File: src/rtl/lin_sched.sv
// lin_sched: round-robin arbiter that shares one linear layer among N_REQ requesters,
// measuring the runtime of each operation and giving up after TIMEOUT wait cycles.
module lin_sched #(
  parameter int N_REQ      = 2,
  parameter int OUT_DATA_W = 4,
  parameter int CNT_W      = 16,
  parameter int TIMEOUT    = 1000,
  localparam int IDW       = (N_REQ > 1) ? $clog2(N_REQ) : 1
) (
  input  logic                  clk,
  input  logic                  rst,
  input  logic [N_REQ-1:0]      req,
  output logic [N_REQ-1:0]      gnt,
  output logic                  lin_start,
  input  logic                  lin_done,
  input  logic [OUT_DATA_W-1:0] lin_y,
  output logic                  rsp_valid,
  output logic [IDW-1:0]        rsp_id,
  output logic [OUT_DATA_W-1:0] rsp_data,
  output logic [CNT_W-1:0]      rsp_cycles,
  output logic                  rsp_timeout,
  output logic                  busy
);
  typedef enum logic [1:0] {IDLE, ISSUE, WAIT, RESP} state_t;

  state_t                state_q, state_d;
  logic [N_REQ-1:0]      gnt_q, gnt_d;
  logic [IDW-1:0]        ptr_q, ptr_d, sel_q, sel_d, pick;
  logic [CNT_W-1:0]      cnt_q, cnt_d, cnt_inc;
  logic                  done_dly_q, done_dly_d;
  logic                  lin_start_q, lin_start_d, rsp_valid_q, rsp_valid_d;
  logic [IDW-1:0]        rsp_id_q, rsp_id_d;
  logic [OUT_DATA_W-1:0] rsp_data_q, rsp_data_d;
  logic [CNT_W-1:0]      rsp_cycles_q, rsp_cycles_d;
  logic                  rsp_timeout_q, rsp_timeout_d;
  logic                  found, done_edge;

  always_comb begin
    found = 1'b0;
    pick  = '0;
    for (int i = 0; i < N_REQ; i++) begin
      if (!found && req[(int'(ptr_q) + i) % N_REQ]) begin
        found = 1'b1;
        pick  = IDW'((int'(ptr_q) + i) % N_REQ);
      end
    end
    done_edge     = lin_done && !done_dly_q;
    cnt_inc       = (cnt_q == {CNT_W{1'b1}}) ? cnt_q : cnt_q + 1'b1;
    state_d       = state_q;
    gnt_d         = gnt_q;
    ptr_d         = ptr_q;
    sel_d         = sel_q;
    cnt_d         = cnt_q;
    done_dly_d    = lin_done;
    lin_start_d   = 1'b0;
    rsp_valid_d   = 1'b0;
    rsp_id_d      = rsp_id_q;
    rsp_data_d    = rsp_data_q;
    rsp_cycles_d  = rsp_cycles_q;
    rsp_timeout_d = rsp_timeout_q;
    case (state_q)
      IDLE: if (found) begin
        state_d     = ISSUE;
        gnt_d       = '0;
        gnt_d[pick] = 1'b1;
        sel_d       = pick;
        ptr_d       = IDW'((int'(pick) + 1) % N_REQ);
        lin_start_d = 1'b1;
        cnt_d       = '0;
      end
      ISSUE: begin
        state_d = WAIT;
        cnt_d   = '0;
      end
      WAIT: begin
        cnt_d = cnt_inc;
        // a done edge wins over a timeout landing on the same cycle
        if (done_edge || cnt_inc >= CNT_W'(TIMEOUT)) begin
          state_d       = RESP;
          rsp_valid_d   = 1'b1;
          rsp_id_d      = sel_q;
          rsp_data_d    = done_edge ? lin_y : '0;
          rsp_cycles_d  = done_edge ? cnt_inc : CNT_W'(TIMEOUT);
          rsp_timeout_d = !done_edge;
        end
      end
      RESP: begin
        state_d = IDLE;
        gnt_d   = '0;
      end
      default: state_d = IDLE;
    endcase
  end

  always_ff @(posedge clk) begin
    if (rst) begin
      state_q       <= IDLE;
      gnt_q         <= '0;
      ptr_q         <= '0;
      sel_q         <= '0;
      cnt_q         <= '0;
      done_dly_q    <= 1'b0;
      lin_start_q   <= 1'b0;
      rsp_valid_q   <= 1'b0;
      rsp_id_q      <= '0;
      rsp_data_q    <= '0;
      rsp_cycles_q  <= '0;
      rsp_timeout_q <= 1'b0;
    end else begin
      state_q       <= state_d;
      gnt_q         <= gnt_d;
      ptr_q         <= ptr_d;
      sel_q         <= sel_d;
      cnt_q         <= cnt_d;
      done_dly_q    <= done_dly_d;
      lin_start_q   <= lin_start_d;
      rsp_valid_q   <= rsp_valid_d;
      rsp_id_q      <= rsp_id_d;
      rsp_data_q    <= rsp_data_d;
      rsp_cycles_q  <= rsp_cycles_d;
      rsp_timeout_q <= rsp_timeout_d;
    end
  end

  assign gnt         = gnt_q;
  assign lin_start   = lin_start_q;
  assign rsp_valid   = rsp_valid_q;
  assign rsp_id      = rsp_id_q;
  assign rsp_data    = rsp_data_q;
  assign rsp_cycles  = rsp_cycles_q;
  assign rsp_timeout = rsp_timeout_q;
  assign busy        = (state_q != IDLE);
endmodule

File: config.mk
export PLATFORM = sky130hd
export DESIGN_NAME = lin_sched
export DESIGN_NICKNAME = d
export VERILOG_FILES = /design/src/rtl/lin_sched.sv
export SDC_FILE = /design/constraint.sdc
export NUM_CORES = 1
export LEC_CHECK = 0
export CAP_MARGIN = 30
export CORE_MARGIN = 3
export CORE_UTILIZATION = 45
export DETAILED_ROUTE_END_ITERATION = 10
export GPL_ROUTABILITY_DRIVEN = 0
export PLACE_DENSITY = 0.68
export SYNTH_ARGS = -nofsm -noshare
export SYNTH_HDL_FRONTEND = slang
export SYNTH_SLANG_ARGS = --single-unit
File: constraint.sdc
create_clock -name clk -period 4.2 [get_ports clk]
set_input_delay 0.84 -clock clk [delete_from_list [all_inputs] [get_ports clk]]
set_output_delay 0.84 -clock clk [all_outputs]
set_load 0.01 [all_outputs]
Word level (Yosys, flattened, before mapping)
Index checks and enable logic that the tools add are counted.
Storage, ports and cells
  input bits: 9
  register bits: 47
  output and inout port bits: 27
Operators by class
  multiplexer cells: 23
  bitwise operators: 3
  $add $sub $neg: 3
  order comparisons: 5
  equal/unequal tests: 6
  reductions and logical operators: 18
Operator list (number)
  two-way mux 16 bit: 3
  one-hot mux 16 bit (3 select lines): 1
  adder 16 x 1 -> 16 bit, second input constant: 1
  equality test 16 bit, second input constant: 1
  >= comparator 16 x 10 -> 1 bit, second input constant: 1
  two-way mux 1 bit: 12
  AND reduction 2 bit: 5
  one-hot mux 2 bit (4 select lines): 1
  two-way mux 2 bit: 3
  equality test 2 bit, second input constant: 2
  < comparator 1 x 2 -> 1 bit, second input constant: 2
  two-way mux 4 bit: 1
  inequality test 2 bit, second input constant: 2
  one-hot mux 2 bit (2 select lines): 1
  nonzero test 2 bit: 2
  OR reduction 2 bit: 2
  logical AND 1 bit: 3
  logical NOT 1 bit: 3
  < comparator 2 x 3 -> 1 bit, second input constant: 1
  nonzero test 3 bit: 1
  adder 1 bit, second input constant: 2
  equality test 2 x 1 -> 1 bit, second input constant: 1
  logical NOT 2 bit: 1
  inverter 1 bit: 2
  4 further kinds: 4

Depth between registers and ports, before layout
Gate-level depths: netlist (run 1).
  depth in word-level cells: 13
  gate-level depth with buffers: 10
  gate-level depth less buffers: 8

Worst setup path after synthesis (run 1)
Ideal clock, no wire load.
  path type: reg2reg
  from: reg cnt_q[0]
  to: reg rsp_cycles_q[0] (netlist: rsp_cycles[0])
  arrival: 2406 ps
  required time: 4140 ps
  stages on the path, launching flop included: 10
  slack: 1735 ps
  period minus slack after synthesis: 2465 ps
  cell sequence: dfxtp_1 ha_1 nand4_1 nor4_1 mux2_2 or2_2 a211o_1 a21oi_4 buf_6 a22o_1
On the way
  longest elaborated chain between the ends: 5
Ends and longest elaborated chain
  from (decl): line 29  | logic [CNT_W-1:0] cnt_q, cnt_d, cnt_inc;
  from (signal assigned): line 114  | cnt_q <= cnt_d;
  adder 16 x 1 -> 16 bit or equality test 16 bit (tied branches): line 48  | cnt_inc = (cnt_q == {CNT_W{1'b1}}) ? cnt_q : cnt_q + 1'b1;
  two-way mux 16 bit *: line 48
  >= comparator 16 x 10 -> 1 bit: line 78  | if (done_edge || cnt_inc >= CNT_W'(TIMEOUT)) begin
  logical OR 1 bit: line 78
  AND reduction 2 bit (no source line)
  to (signal assigned): line 120  | rsp_cycles_q <= rsp_cycles_d;
  to (decl): line 34  | logic [CNT_W-1:0] rsp_cycles_q, rsp_cycles_d;
Mark *: on every way between the ends. The rest lies on a longest branch, timed or not.
A chain may end at the register's enable or synchronous reset.

Worst setup path in the final report (run 1)
  from: reg cnt_q[0]
  to: reg state_q[0]
On the way
  longest elaborated chain between the ends: 6
Ends and longest elaborated chain
  adder 16 x 1 -> 16 bit or equality test 16 bit (tied branches): line 48
  two-way mux 16 bit *: line 48
  >= comparator 16 x 10 -> 1 bit *: line 78
  logical OR 1 bit *: line 78
  inequality test 2 bit (no source line) *
  AND reduction 2 bit (no source line) *
  to (signal assigned): line 110  | state_q <= state_d;
  to (decl): line 26  | state_t state_q, state_d;
Marked as above.

==> flow_metrics.env, run 1 <==
export IMPL_vdd_drop_max_v=0.0002683
export IMPL_crit_required_ps=4400
export IMPL_p_leak_nw=1.079
export IMPL_synthTopCellsByCount="dfxtp_1, a21oi_1, nand2_1, nor2_1"
export IMPL_seq_area_um2=940.9
export IMPL_hold_ws_ps=471.9
export IMPL_path_common_cell="a221oi_1"
export IMPL_drt_iter0_markers=191
export IMPL_synth_most_common_cell="dfxtp_1"
export IMPL_grtUsageTotal=0.1947
export IMPL_drive_gt1_frac=0.07210
export IMPL_synth_distinct_cells=54
export IMPL_reg2reg_depth=8
export IMPL_synth_edf_count=0
export IMPL_core_area_mm2=0.005238
export IMPL_synth_nets=313
export IMPL_synth_area_leaders="dfxtp_1, a21oi_1, a22o_1, nand2_1, nor2_1"
export IMPL_clockRootBuffer="clkbuf_8"
export IMPL_port_buffer_count=35
export IMPL_async_flop_share=0
export IMPL_synth_warning_count=0
export IMPL_synth_top_flop_cell="dfxtp_1"
export IMPL_synth_area_per_cell_um2=8.376
export IMPL_min_path_cells=2
export IMPL_cts_buffer_depth=2
export IMPL_timing_rr_start="cnt_q[0]"
export IMPL_path_buf_inv=0
export IMPL_hold_violations=0
export IMPL_viasPerCell=5.730
export IMPL_clock_sinks=47
export IMPL_wl_mm=5.857
export IMPL_min_to="sel_q"
export IMPL_setup_violations=0
export IMPL_cp_arrival_ps=3270
export IMPL_ys_ff_latch=47
export IMPL_synth_area_mm2=0.002496
export IMPL_tightest_slew_ps=952.9
export IMPL_grt_pass1_vias=2074
export IMPL_slowest_stage="dfxtp_1"
export IMPL_numCtsBuffers=5
export IMPL_post_drt_wl_per_cell_um=15.06
export IMPL_final_nets=333
export IMPL_multi_input_area_mm2=0.001391
export IMPL_antenna_cells=0
export IMPL_start_util=0.4766
export IMPL_power_density_mw_per_mm2=402.3
export IMPL_slew_headroom=0.3647
export IMPL_reg2reg_slack_ps=1130
export IMPL_ctsHoldBuffers=0
export IMPL_critPathTopFamily="compound AO/OA/AOI/OAI gates"
export IMPL_insertion_delay_ps=300
export IMPL_slowest_delay_ps=470
export IMPL_ant_nets=0
export IMPL_die_w_um=80.48
export IMPL_cap_violations=0
export IMPL_fillers=490
export IMPL_worstPathCellList="ha_1, nand3_2, nor2_1, nand2_1, a221oi_1, a211o_1, o21ai_0, a221oi_1"
export IMPL_dieArea_mm2=0.006477
export IMPL_end_kind="flip-flop"
export IMPL_fin_tns_setup_ps=0
export IMPL_syn_to_final_growth_pct=17.79
export IMPL_finalMaxSlewViolations=0
export IMPL_io_pins=36
export IMPL_status="finished clean"
export IMPL_worstHoldPathType="flip-flop to flip-flop"
export IMPL_fmax_ghz=0.3257
export IMPL_cts_resized_gates=0
export IMPL_hold_start="sel_q"
export IMPL_skew_ps=7.133
export IMPL_fin_crit_ps=3071
export IMPL_rsz0062_at_grt="false"
export IMPL_antenna_found_initial=0
export IMPL_grt_max_degree=27
export IMPL_yosysSeqAreaShare=0.3769
export IMPL_grt_overflow_total=0
export IMPL_post_route_period_util=0.7311
export IMPL_tritoncts="done"
export IMPL_vias=2229
export IMPL_synth_top_area_frac=0.3769
export IMPL_start_kind="flip-flop"
export IMPL_cp_max_fo=17
export IMPL_first_pass_iters=5
export IMPL_grt_pass1_wl_mm=9.887
export IMPL_yosysTopAreaCell="dfxtp_1"
export IMPL_clk_pin_slew_ps=80
export IMPL_die_h_um=80.48
export IMPL_htree_levels=2
export IMPL_drc=0
export IMPL_crit_type="flip-flop to flip-flop"
export IMPL_dpl_hpwl_mm=4.037
export IMPL_postCtsSetupBuffers=0
export IMPL_synth_cells=298
export IMPL_rows=26
export IMPL_r2r_end="state_q[0]"
sequential cells by signal, indices dropped and copies added (netlist names):
signal and count:
lin_start 1, done_dly_q 1, sel_q 1, rsp_timeout 1, rsp_id 1, rsp_data 4
rsp_cycles 16, cnt_q 16, state_q 2, rsp_valid 1, gnt 2, ptr_q 1
cell usage in the layout (no fill, tap or decap), types with 4 or more instances in the layout:
cell             synthesis  routed
and2_1                   6       6
nand3_1                  9       9
a22o_1                  13      13
clkbuf_8                 0       6
and3_1                   5       5
clkdlybuf4s50_1          0      35
dfxtp_1                 47      47
nand4_1                  6       6
inv_1                    8       8
a211oi_1                 5       5
o21ai_0                 10      10
xnor2_1                  5       5
a21oi_1                 29      29
nor2_1                  25      25
o21a_1                   4       4
nor3_1                  13      13
nand2_1                 25      25
ha_1                     6       6
xor2_1                   5       5
report_power, final:
group	switching [W]	total (W)	leakage, nW	internal, W
registers	0.0000259	0.000508	0.381	0.000482
clock network	0.000150	0.000342	0.0612	0.000193
logic	0.000194	0.000333	0.637	0.000139
total	0.000370	0.00118	1.08	0.000813
metrics by stage:
step | setup WS, ps | instance area (um^2) | total power (W) | util | std cells
floorplan | 1735 | 2496 | 0.0007347 | - | 298
global placement | 1237 | 2823 | 0.0008458 | 0.5389 | 381
detailed placement | 1179 | 2823 | 0.0008498 | 0.5389 | 381
CTS | 1166 | 2940 | 0.001193 | 0.5614 | 389
global route | 823.9 | 2940 | 0.001267 | 0.5614 | 389
finish | 1129 | 2940 | 0.001183 | 0.5614 | 389
worst register-to-register path: cells and delay by family (launching register included):
family,cells,cell delay [ps]
and+or+nand+nor,3,720
DFF,1,470
adders and majority gates,1,360
AOI/OAI and AO/OA,4,1420
kinds of logic after synthesis:
kind of cell / Yosys count / synth area share
simple gates: 109 / 0.2276
compound gates: 89 / 0.2471
flops: 47 / 0.3769
buf+inv: 33 / 0.06567
xor+xnor: 10 / 0.03509
fa+ha+maj: 6 / 0.03007
mux: 4 / 0.01754
cell type report:
cell class	count	area share
inverters	8	0.01021
flip-flops and latches	47	0.3200
clock buffers	6	0.02809
clock inverters	2	0.01191
repair buffers	38	0.1268
well taps	70	0.02979
multi-input cells	218	0.4732
worst max path at each step:
stage          startpoint             end  cells after the start
5_1_grt          cnt_q[0]      state_q[0]                      8
3_3_place_gp     cnt_q[3]   rsp_cycles[1]                      7
4_1_cts          cnt_q[0]   rsp_cycles[1]                      8
6_report         cnt_q[0]      state_q[0]                      8
3_5_place_dp     cnt_q[0]  rsp_cycles[12]                      8
2_1_floorplan    cnt_q[0]   rsp_cycles[0]                      9
routing by layer:
layer | track usage | wire length, um | up-vias | share of wire
li1 | - | - | 1119 | -
met1 | 0.2611 | 2898 | 1020 | 0.49
met2 | 0.2955 | 2510 | 86 | 0.43
met3 | 0.06054 | 392 | 4 | 0.067
met4 | 0.06250 | 55 | 0 | 0.0094
met5 | 0 | 0 | - | 0
No activity file was read; power rests on OpenSTA's default activity.
==> run 2, diff against run 1 <==
clock period = 2.92 ns   (was 4.2 ns; I/O delays follow)
==> run 2 against run 1 <==
Maximum frequency grew 10%. Sequential share of layout area decreased by 0.94 points. Largest cell class unchanged. Critical path depth rose by 1. Sequential cell count unchanged. Clock power is 11% higher. First-iteration DRC count increased by 9.4%. Power up 37%. Sequential power rose by 44%. Non-clock buffer count grew 13. Clock skew down 3.3 ps. Worst hold slack got worse by 11 ps.
==> flow_metrics.env, run 2 (synthesized netlist as in run 1, its figures left out) <==
export IMPL_clock_sinks=47
export IMPL_vias=2272
export IMPL_worstHoldPathType="flip-flop to flip-flop"
export IMPL_tritoncts="done"
export IMPL_rows=26
export IMPL_dpl_worst_slack_ps=152.4
export IMPL_insertion_delay_ps=300
export IMPL_timing_rr_start="cnt_q[0]"
export IMPL_cp_arrival_ps=3040
export IMPL_dpl_hpwl_mm=4.269
export IMPL_reg2reg_slack_ps=130
export IMPL_crit_type="flip-flop to flip-flop"
export IMPL_numCtsBuffers=5
export IMPL_grt_overflow_total=0
export IMPL_post_route_period_util=0.9559
export IMPL_ctsHoldBuffers=0
export IMPL_final_util=0.5784
export IMPL_power_w=0.001615
export IMPL_fin_cells=402
export IMPL_crit_end="rsp_data[2]"
export IMPL_grt_max_degree=22
export IMPL_viasPerCell=5.652
export IMPL_power_density_mw_per_mm2=533.1
export IMPL_grtUsageTotal=0.2010
export IMPL_drive_gt1_frac=0.1114
export IMPL_syn_to_final_growth_pct=21.35
export IMPL_grt_pass1_wl_mm=10.34
export IMPL_cts_buffer_depth=2
export IMPL_final_nets=346
export IMPL_post_drt_wl_per_cell_um=15.04
export IMPL_fmax_ghz=0.3583
export IMPL_start_util=0.4766
export IMPL_hold_violations=0
export IMPL_clkPwrFrac=0.236
export IMPL_clk_pin_slew_ps=90
export IMPL_ant_nets=0
export IMPL_drt_iter0_markers=209
export IMPL_rsz0062_at_grt="false"
export IMPL_cp_max_fo=14
export IMPL_crit_required_ps=3170
export IMPL_final_common_cell="dfxtp_1"
export IMPL_final_cell_mix="dfxtp_1, clkdlybuf4s50_1, a21oi_1"
export IMPL_antenna_found_initial=0
export IMPL_wl_mm=6.047
export IMPL_grt_pass1_vias=2163
export IMPL_finalMaxSlewViolations=0
export IMPL_core_area_mm2=0.005238
export IMPL_vdd_drop_max_v=0.0003297
export IMPL_setup_violations=0
export IMPL_status="finished clean"
export IMPL_place_inst=394
export IMPL_dieArea_mm2=0.006477
export IMPL_switching_share=0.3350
export IMPL_die_w_um=80.48
export IMPL_end_kind="flip-flop"
export IMPL_hold_start="sel_q"
export IMPL_cp_startpoint="cnt_q[0]"
export IMPL_reg2reg_depth=9
export IMPL_port_buffer_count=35
export IMPL_drc=0
export IMPL_pwr_share_seq=0.451
export IMPL_fin_tns_setup_ps=0
export IMPL_clockRootBuffer="clkbuf_8"
export IMPL_internal_power_w=0.001074
export IMPL_htree_levels=2
export IMPL_first_pass_iters=4
export IMPL_r2r_end="rsp_data[2]"
export IMPL_p_leak_nw=1.133
export IMPL_fin_crit_ps=2791
export IMPL_slew_headroom=0.6422
export IMPL_io_pins=36
export IMPL_tightest_slew_ps=536.7
export IMPL_antenna_cells=0
export IMPL_start_kind="flip-flop"
export IMPL_combPwrFrac=0.313
export IMPL_setup_ws_ps=128.8
export IMPL_skew_ps=3.829
export IMPL_die_h_um=80.48
export IMPL_p_sw_w=0.0005409
export IMPL_cap_violations=0
-- run 2: cell count changes in the layout (fill, tap and decap cells not counted), sizes merged --
cell / previous run / this run
clkbuf: 6 / 5
clkinv: 1 / 3
buf: 3 / 16
bufinv: 1 / 0
-- run 2: repair_timing --
item / in CTS / in global routing
setup buffers: 0 / 0
resized for setup: 0 / 3
setup endpoints to repair: 0 / 22
-- run 2: power by group through the flow --
stage          registers [W]  logic [W]  clock network [W]
2_1_floorplan       0.000752   0.000304                  0
3_3_place_gp        0.000742   0.000493                  0
3_5_place_dp        0.000742   0.000504                  0
4_1_cts             0.000728   0.000507           0.000391
5_1_grt             0.000737   0.000566           0.000417
6_report            0.000729   0.000505           0.000381
-- run 2: worst max-delay path, cell delays in order (launching register included) --
cell,delay [ps]
dfxtp_1,450
buf_4,170
nand4_1,120
nor4_1,350
mux2_2,400
a211o_1,290
a211o_1,410
a21oi_4,240
buf_12,170
a22o_1,140
-- run 2: layout make-up --
class                           instances  area, um^2
Sequential cell                        47       940.9
Clock buffer                            5       68.82
Tap cell                               70       87.58
Inverter                                8       30.03
Timing Repair Buffer                   51       483.0
Clock inverter                          3       15.01
Fill cell                             469        2208
Multi-Input combinational cell        218        1404
-- run 2: per-layer routing --
metal,track usage,part of all wire,vias to the layer above
met1,0.2656,0.48,1034
met3,0.04036,0.063,13
li1,-,-,1144
met4,0.05574,0.020,0
met5,0,0,-
met2,0.3311,0.43,81
-- run 2: how the worst min path moves through the flow --
stage	depth (start not counted)	endpoint
2_1_floorplan	2	sel_q
3_3_place_gp	1	rsp_cycles[4]
3_5_place_dp	1	rsp_cycles[4]
4_1_cts	2	sel_q
5_1_grt	1	rsp_cycles[4]
6_report	2	sel_q
-- run 2: stage by stage --
step           hold WS [ps]  cell area [um^2]
2_1_floorplan         436.5              2496
3_3_place_gp          454.0              2933
3_5_place_dp          455.7              2933
4_1_cts               470.3              3017
5_1_grt               480.2              3029
6_report              461.3              3029
==> run 3, diff against run 2 <==
GPL_ROUTABILITY_DRIVEN = 1   (was 0)
==> results of run 3 <==
No change in the layout: final DEF, timing and power equal those of run 2.
